--- config.mk ---
export PLATFORM = sky130hd
export DESIGN_NAME = tdc_meas_ctrl
export DESIGN_NICKNAME = d
export VERILOG_FILES = /design/src/rtl/tdc_meas_ctrl.sv
export SDC_FILE = /design/constraint.sdc
export NUM_CORES = 1
export LEC_CHECK = 0
export ABC_AREA = 1
export CAP_MARGIN = 20
export CORE_UTILIZATION = 50
export DETAILED_ROUTE_END_ITERATION = 6
export GPL_ROUTABILITY_DRIVEN = 0
export GPL_TIMING_DRIVEN = 0
export PLACE_DENSITY = 0.74
export SLEW_MARGIN = 0
export SYNTH_ARGS = -nofsm -noshare
export SYNTH_HDL_FRONTEND = slang
export SYNTH_SLANG_ARGS = --single-unit
--- constraint.sdc ---
create_clock -name CLK -period 2.2 [get_ports CLK]
set_input_delay 0.44 -clock CLK [delete_from_list [all_inputs] [get_ports CLK]]
set_output_delay 0.44 -clock CLK [all_outputs]
set_load 0.03 [all_outputs]
--- src/rtl/tdc_meas_ctrl.sv ---
// tdc_meas_ctrl: CAN falling edge -> TDC arm -> floor average of 2^LOG2_N results.
// Define TDC_TIMEOUT_EN for a WAIT_DONE watchdog that drives err_timeout.
module tdc_meas_ctrl #(
  parameter int DATA_W  = 21,
  parameter int LOG2_N  = 3,
  parameter int TIMEOUT = 1023
) (
  input  logic              CLK,
  input  logic              RST,
  input  logic              SW,
  input  logic              CAN_logic,
  output logic              tdc_arm,
  input  logic              tdc_done,
  input  logic [DATA_W-1:0] tdc_data,
  output logic [DATA_W-1:0] avg_data,
  output logic              avg_valid,
  input  logic              avg_ready,
  output logic [LOG2_N:0]   sample_cnt,
  output logic              busy,
  output logic              err_timeout
);
  localparam int ACC_W = DATA_W + LOG2_N;
  localparam int CNT_W = LOG2_N + 1;
  localparam int N     = 1 << LOG2_N;

  typedef enum logic [2:0] {
    IDLE,
    WAIT_EDGE,
    ARM,
    WAIT_DONE,
    DONE
  } state_t;

  state_t            state_q, state_d;
  logic [ACC_W-1:0]  acc_q, acc_d;
  logic [CNT_W-1:0]  cnt_q, cnt_d;
  logic [DATA_W-1:0] avg_q, avg_d;
  logic              arm_q, arm_d;
  logic              vld_q, vld_d;
  logic              sync1_q, s2_q, s_prev_q;
  logic              fall;
  logic              last;
  logic              expire;
  logic [ACC_W-1:0]  sum;

  assign fall = s_prev_q & ~s2_q;
  assign sum  = acc_q + ACC_W'(tdc_data);
  assign last = (cnt_q == CNT_W'(N - 1));

`ifdef TDC_TIMEOUT_EN
  localparam int TMR_W = $clog2(TIMEOUT + 1);

  logic [TMR_W-1:0] tmr_q, tmr_d;
  logic             err_q, err_d;

  // tdc_done in the expiry cycle wins over the timeout
  assign expire = (state_q == WAIT_DONE) && (tmr_q == '0) && !tdc_done;

  always_comb begin
    tmr_d = tmr_q;
    err_d = err_q | expire;
    if (state_q == ARM) begin
      tmr_d = TMR_W'(TIMEOUT - 1);
    end else if (state_q == WAIT_DONE && tmr_q != '0) begin
      tmr_d = tmr_q - 1'b1;
    end
  end

  always_ff @(posedge CLK or negedge RST) begin
    if (!RST) begin
      tmr_q <= '0;
      err_q <= 1'b0;
    end else begin
      tmr_q <= tmr_d;
      err_q <= err_d;
    end
  end

  assign err_timeout = err_q;
`else
  assign expire      = 1'b0;
  assign err_timeout = 1'b0;
`endif

  always_comb begin
    state_d = state_q;
    acc_d   = acc_q;
    cnt_d   = cnt_q;
    avg_d   = avg_q;
    vld_d   = vld_q;
    arm_d   = 1'b0;
    unique case (state_q)
      IDLE: begin
        acc_d = '0;
        cnt_d = '0;
        if (SW) state_d = WAIT_EDGE;
      end
      WAIT_EDGE: begin
        if (fall) begin
          state_d = ARM;
          arm_d   = 1'b1;
        end else if (!SW) begin
          state_d = IDLE;
          acc_d   = '0;
          cnt_d   = '0;
        end
      end
      ARM: state_d = WAIT_DONE;
      WAIT_DONE: begin
        if (tdc_done) begin
          acc_d = sum;
          cnt_d = cnt_q + 1'b1;
          if (last) begin
            avg_d   = sum[ACC_W-1:LOG2_N];
            vld_d   = 1'b1;
            state_d = DONE;
          end else begin
            state_d = WAIT_EDGE;
          end
        end else if (expire) begin
          state_d = WAIT_EDGE;
        end
      end
      DONE: begin
        if (avg_ready) begin
          vld_d   = 1'b0;
          acc_d   = '0;
          cnt_d   = '0;
          state_d = SW ? WAIT_EDGE : IDLE;
        end
      end
      default: state_d = IDLE;
    endcase
  end

  // synchronizer resets recessive so reset release never looks like an edge
  always_ff @(posedge CLK or negedge RST) begin
    if (!RST) begin
      state_q  <= IDLE;
      acc_q    <= '0;
      cnt_q    <= '0;
      avg_q    <= '0;
      arm_q    <= 1'b0;
      vld_q    <= 1'b0;
      sync1_q  <= 1'b1;
      s2_q     <= 1'b1;
      s_prev_q <= 1'b1;
    end else begin
      state_q  <= state_d;
      acc_q    <= acc_d;
      cnt_q    <= cnt_d;
      avg_q    <= avg_d;
      arm_q    <= arm_d;
      vld_q    <= vld_d;
      sync1_q  <= CAN_logic;
      s2_q     <= sync1_q;
      s_prev_q <= s2_q;
    end
  end

  assign tdc_arm    = arm_q;
  assign avg_data   = avg_q;
  assign avg_valid  = vld_q;
  assign sample_cnt = cnt_q;
  assign busy       = (state_q != IDLE);
endmodule

==> summary.txt <==
OUTCOME
-----------------------------------------------------------------------------------------
Status ..................................................................... finished clean

CLOCK TREE
-----------------------------------------------------------------------------------------
Register clock-pin slew on the reported worst setup and hold paths .........      0.07 ns
Insertion delay to the later sink of the worst-skew pair ...................      0.36 ns
Number of hold buffers added after CTS .....................................            0
Level count of the clock H-tree ............................................            3
Max clock buf depth ........................................................            2
Clock root buffer master ................................................... sky130_fd_sc_hd__clkbuf_8
Clock tree from TritonCTS ..................................................          yes
Number of CTS-inserted buffers .............................................            9
Number of clock sinks ......................................................           57

YOSYS
-----------------------------------------------------------------------------------------
Post-synthesis share of cell area spent on and, or, nand and nor gates .....       40.22%
Top cell type by total area after synthesis ................................ sky130_fd_sc_hd__dfrtp_1
Post-synthesis net count ...................................................          638
FF+latch count, synth ......................................................           57
Post-Synthesis Cell Area ................................................... 0.003907 mm^2
Cell with the most instances after synthesis ............................... sky130_fd_sc_hd__nand2_1
Yosys top cell area share ..................................................       34.58%
Synthesized netlist cell count .............................................          588
Post-synth EDFFs ...........................................................            0
Distinct cell type count of the synthesized netlist ........................           33
Fraction of synthesized area in multiplexers ...............................           0%
Commonest cells in the netlist ............................................. sky130_fd_sc_hd__nand2_1, sky130_fd_sc_hd__inv_1, sky130_fd_sc_hd__dfrtp_1
Syn. warnings ..............................................................            0
Combinational family with the most area after synthesis .................... simple AND/OR/NAND/NOR gates
Adder-Cell Fraction of Synth Area ..........................................       7.557%
Compound-Gate Fraction of Synth Area .......................................       3.714%
Xor/xnor share of the synthesized area .....................................       1.569%
Proportion of register bits with asynchronous set or reset after synthesis .       100.0%
Commonest register cell after synthesis .................................... sky130_fd_sc_hd__dfrtp_1
Portion of the post-synthesis area used by sequential elements .............       36.60%
Post-Syn Area per Cell .....................................................   6.645 um^2
Dominant cells by area after synthesis ..................................... sky130_fd_sc_hd__dfrtp_1, sky130_fd_sc_hd__nand2_1, sky130_fd_sc_hd__inv_1, sky130_fd_sc_hd__ha_1, sky130_fd_sc_hd__nand3_1

GLOBAL ROUTE
-----------------------------------------------------------------------------------------
GRT Util Overall ...........................................................       24.80%
Total congestion overflow ..................................................            0
Global route hottest layer .................................................         met2
Met3 usage .................................................................       5.051%
Number of antenna violations at the first check in global routing ..........            0
Global-route wire length before repair .....................................     16.10 mm
Vias in the first global route .............................................         3592
Met2 routing resource usage after global routing ...........................       40.01%
GR Util met1 ...............................................................       31.77%
Largest net degree at the start of global routing ..........................           33

CRITICAL PATH
-----------------------------------------------------------------------------------------
Crit path DAT ..............................................................      2.32 ns
Kind of critical path ...................................................... input port to register
Crit path max fanout .......................................................            4
Crit path required time ....................................................      2.44 ns
Library cell contributing the largest single delay on the critical path .... sky130_fd_sc_hd__clkdlybuf4s50_1
Critical path cell sequence ................................................ clkdlybuf4s50_1 -> ha_2 -> inv_1 -> fa_2 -> inv_2 -> nand3_1 -> nand3_2 -> nand2_1 -> nand2_2 -> nand2_2 -> nand2_1 -> nand2_1 -> nand3_1 -> nand2_1
Slowest stage delay, CP ....................................................      0.47 ns
Cell occurring most often along the worst timing path ...................... sky130_fd_sc_hd__nand2_1
Startpoint class of the critical path ......................................   input port
CP Capture Type ............................................................     register

STA
-----------------------------------------------------------------------------------------
# setup viols final ........................................................            0
Tightest Pin Transition ....................................................    0.6126 ns
Final hold violation count .................................................            0
Fin Clk Skew ...............................................................   0.01068 ns
Number of pins exceeding their max-slew limit in the final report ..........            0
Worst Hold Slack ...........................................................   0.09301 ns
Post-layout minimum cycle time .............................................     2.078 ns
Maximum frequency from static timing analysis ..............................   0.4812 GHz
Sum of negative setup slack ................................................         0 ns
Part of the cycle the worst path needs .....................................       94.47%
Post-route setup slack .....................................................    0.1217 ns
Unrepaired setup endpoints after global routing ............................        false
Worst relative slew slack ..................................................       59.16%

FLOORPLANNING
-----------------------------------------------------------------------------------------
Std cell rows ..............................................................           31
Area of the die ............................................................ 0.008172 mm^2
Die W ......................................................................     90.40 um
Count of boundary I/O pins .................................................           56
Core box area .............................................................. 0.007408 mm^2
Y dimension of the die .....................................................     90.40 um
Initial Util ...............................................................       52.74%

DRT
-----------------------------------------------------------------------------------------
DR pass1 iterations ........................................................            5
Aggregate routed wire length ...............................................     9.725 mm
Count of unresolved DRC violations after routing ...........................            0
First-iteration detailed-routing DRC count .................................          165
Routed WL per cell .........................................................     12.81 um
Number of routed nets with antenna violations ..............................            0
Total via count after detailed routing .....................................         3840
Ratio of routed vias to standard cells .....................................        5.059

FINISH
-----------------------------------------------------------------------------------------
Relative area change from synthesis to final layout ........................       23.95%
Post-Layout Cell Count .....................................................          759
Final Cell Area ............................................................ 0.004843 mm^2
Core Util, Final ...........................................................       65.38%
Diode insertion count for antenna repair ...................................            0
Post-layout nets ...........................................................          705
Ratio of cells with drive above 1 in the final layout ......................       7.424%

PWR
-----------------------------------------------------------------------------------------
Power density relative to cell area ........................................ 1106 mW/mm^2
Overall power after layout .................................................     5.355 mW
Maximum resistive drop on vdd ..............................................    0.4988 mV
Lkg Pwr ....................................................................     2.744 nW

RUN
-----------------------------------------------------------------------------------------
Total of max-cap violations ................................................            0

PLACE
-----------------------------------------------------------------------------------------
Pre-CTS WS .................................................................   -0.4584 ns
Count of placed standard cells including taps ..............................          742
HPWL reported at the end of detailed placement .............................     7.302 mm
Count of buffers inserted at the top-level ports ...........................           54
Placed Area ................................................................ 0.004587 mm^2

MIN PATH
-----------------------------------------------------------------------------------------
Worst hold path type ....................................................... input port to async pin

-- state kept, by name, indices dropped and copies added (netlist names) --
register	count
acc_q	24
sample_cnt	4
sync1_q	1
state_q	3
s_prev_q	1
avg_valid	1
s2_q	1
tdc_arm	1
avg_data	21
-- metal layers --
metal / up-vias / part of all wire, %
li1: 1951 / -
met1: 1753 / 47
met2: 110 / 45
met3: 26 / 4.8
met4: 0 / 2.8
met5: - / 0
-- final cells by class --
| cell class | count | area (um^2) |
|---|---|---|
| Fill cell | 667 | 2565 |
| Multi-Input combinational cell | 434 | 2095 |
| Sequential cell | 57 | 1430 |
| Timing Repair Buffer | 56 | 565.5 |
| Inverter | 88 | 330.3 |
| Clock buffer | 11 | 151.4 |
| Tap cell | 99 | 123.9 |
| Clock inverter | 5 | 77.57 |
| Buffer | 9 | 70.07 |
-- cell usage in the layout, fill, tap and decap left out, types with 2 or more instances in the layout --
cell / count
sky130_fd_sc_hd__a21oi_1: 14
sky130_fd_sc_hd__buf_2: 3
sky130_fd_sc_hd__buf_4: 2
sky130_fd_sc_hd__buf_6: 4
sky130_fd_sc_hd__bufinv_16: 2
sky130_fd_sc_hd__clkbuf_1: 2
sky130_fd_sc_hd__clkbuf_8: 11
sky130_fd_sc_hd__clkdlybuf4s50_1: 52
sky130_fd_sc_hd__clkinv_2: 2
sky130_fd_sc_hd__dfrtp_1: 54
sky130_fd_sc_hd__dfstp_2: 3
sky130_fd_sc_hd__ha_1: 21
sky130_fd_sc_hd__inv_1: 83
sky130_fd_sc_hd__inv_2: 5
sky130_fd_sc_hd__nand2_1: 260
sky130_fd_sc_hd__nand2_2: 3
sky130_fd_sc_hd__nand3_1: 52
sky130_fd_sc_hd__nand3_2: 3
sky130_fd_sc_hd__nand3b_1: 8
sky130_fd_sc_hd__nand4_1: 5
sky130_fd_sc_hd__nor2_1: 34
sky130_fd_sc_hd__nor2_2: 4
sky130_fd_sc_hd__nor3_1: 4
sky130_fd_sc_hd__o21ai_0: 4
sky130_fd_sc_hd__o21ai_1: 3
sky130_fd_sc_hd__or2_2: 2
sky130_fd_sc_hd__xnor2_1: 2
sky130_fd_sc_hd__xor2_1: 5
-- cells by family after synthesis --
group	after synthesis
other	1
XOR/XNOR	7
flip-flops	57
AND/OR/NAND/NOR	377
buffers and inverters	97
AO/OA/AOI/OAI	26
adder cells (fa/ha/maj)	23
-- critical path, delay by kind of cell --
kind / cells / cell delay [ns]
adder cells (fa/ha/maj): 2 / 0.54
buffers and inverters: 3 / 0.63
AND/OR/NAND/NOR: 9 / 0.72
-- power breakdown --
part	internal (mW)	switching, mW
registers	1.27	0.147
clock network	0.695	0.459
logic	0.959	1.82
total	2.93	2.43
-- worst paths after layout --
path	startpoint	cells after the start	slack (ns)	endpoint
max reg2reg	acc_q[10]	9	0.26	avg_data[16]
min reg2reg	sync1_q	0	0.36	s2_q
min in group CLK	sync1_q	0	0.36	s2_q
max in group asynchronous	RST	2	1.45	s_prev_q
min	RST	1	0.09	acc_q[0]
max	tdc_data[0]	14	0.12	avg_data[13]
-- what timing repair did --
action                     CTS  global route
resized for setup            3             5
cloned                       0             0
buffers inserted             0             1
setup endpoints to repair    7            11
Note: power is estimated with default switching activity, not from simulation.
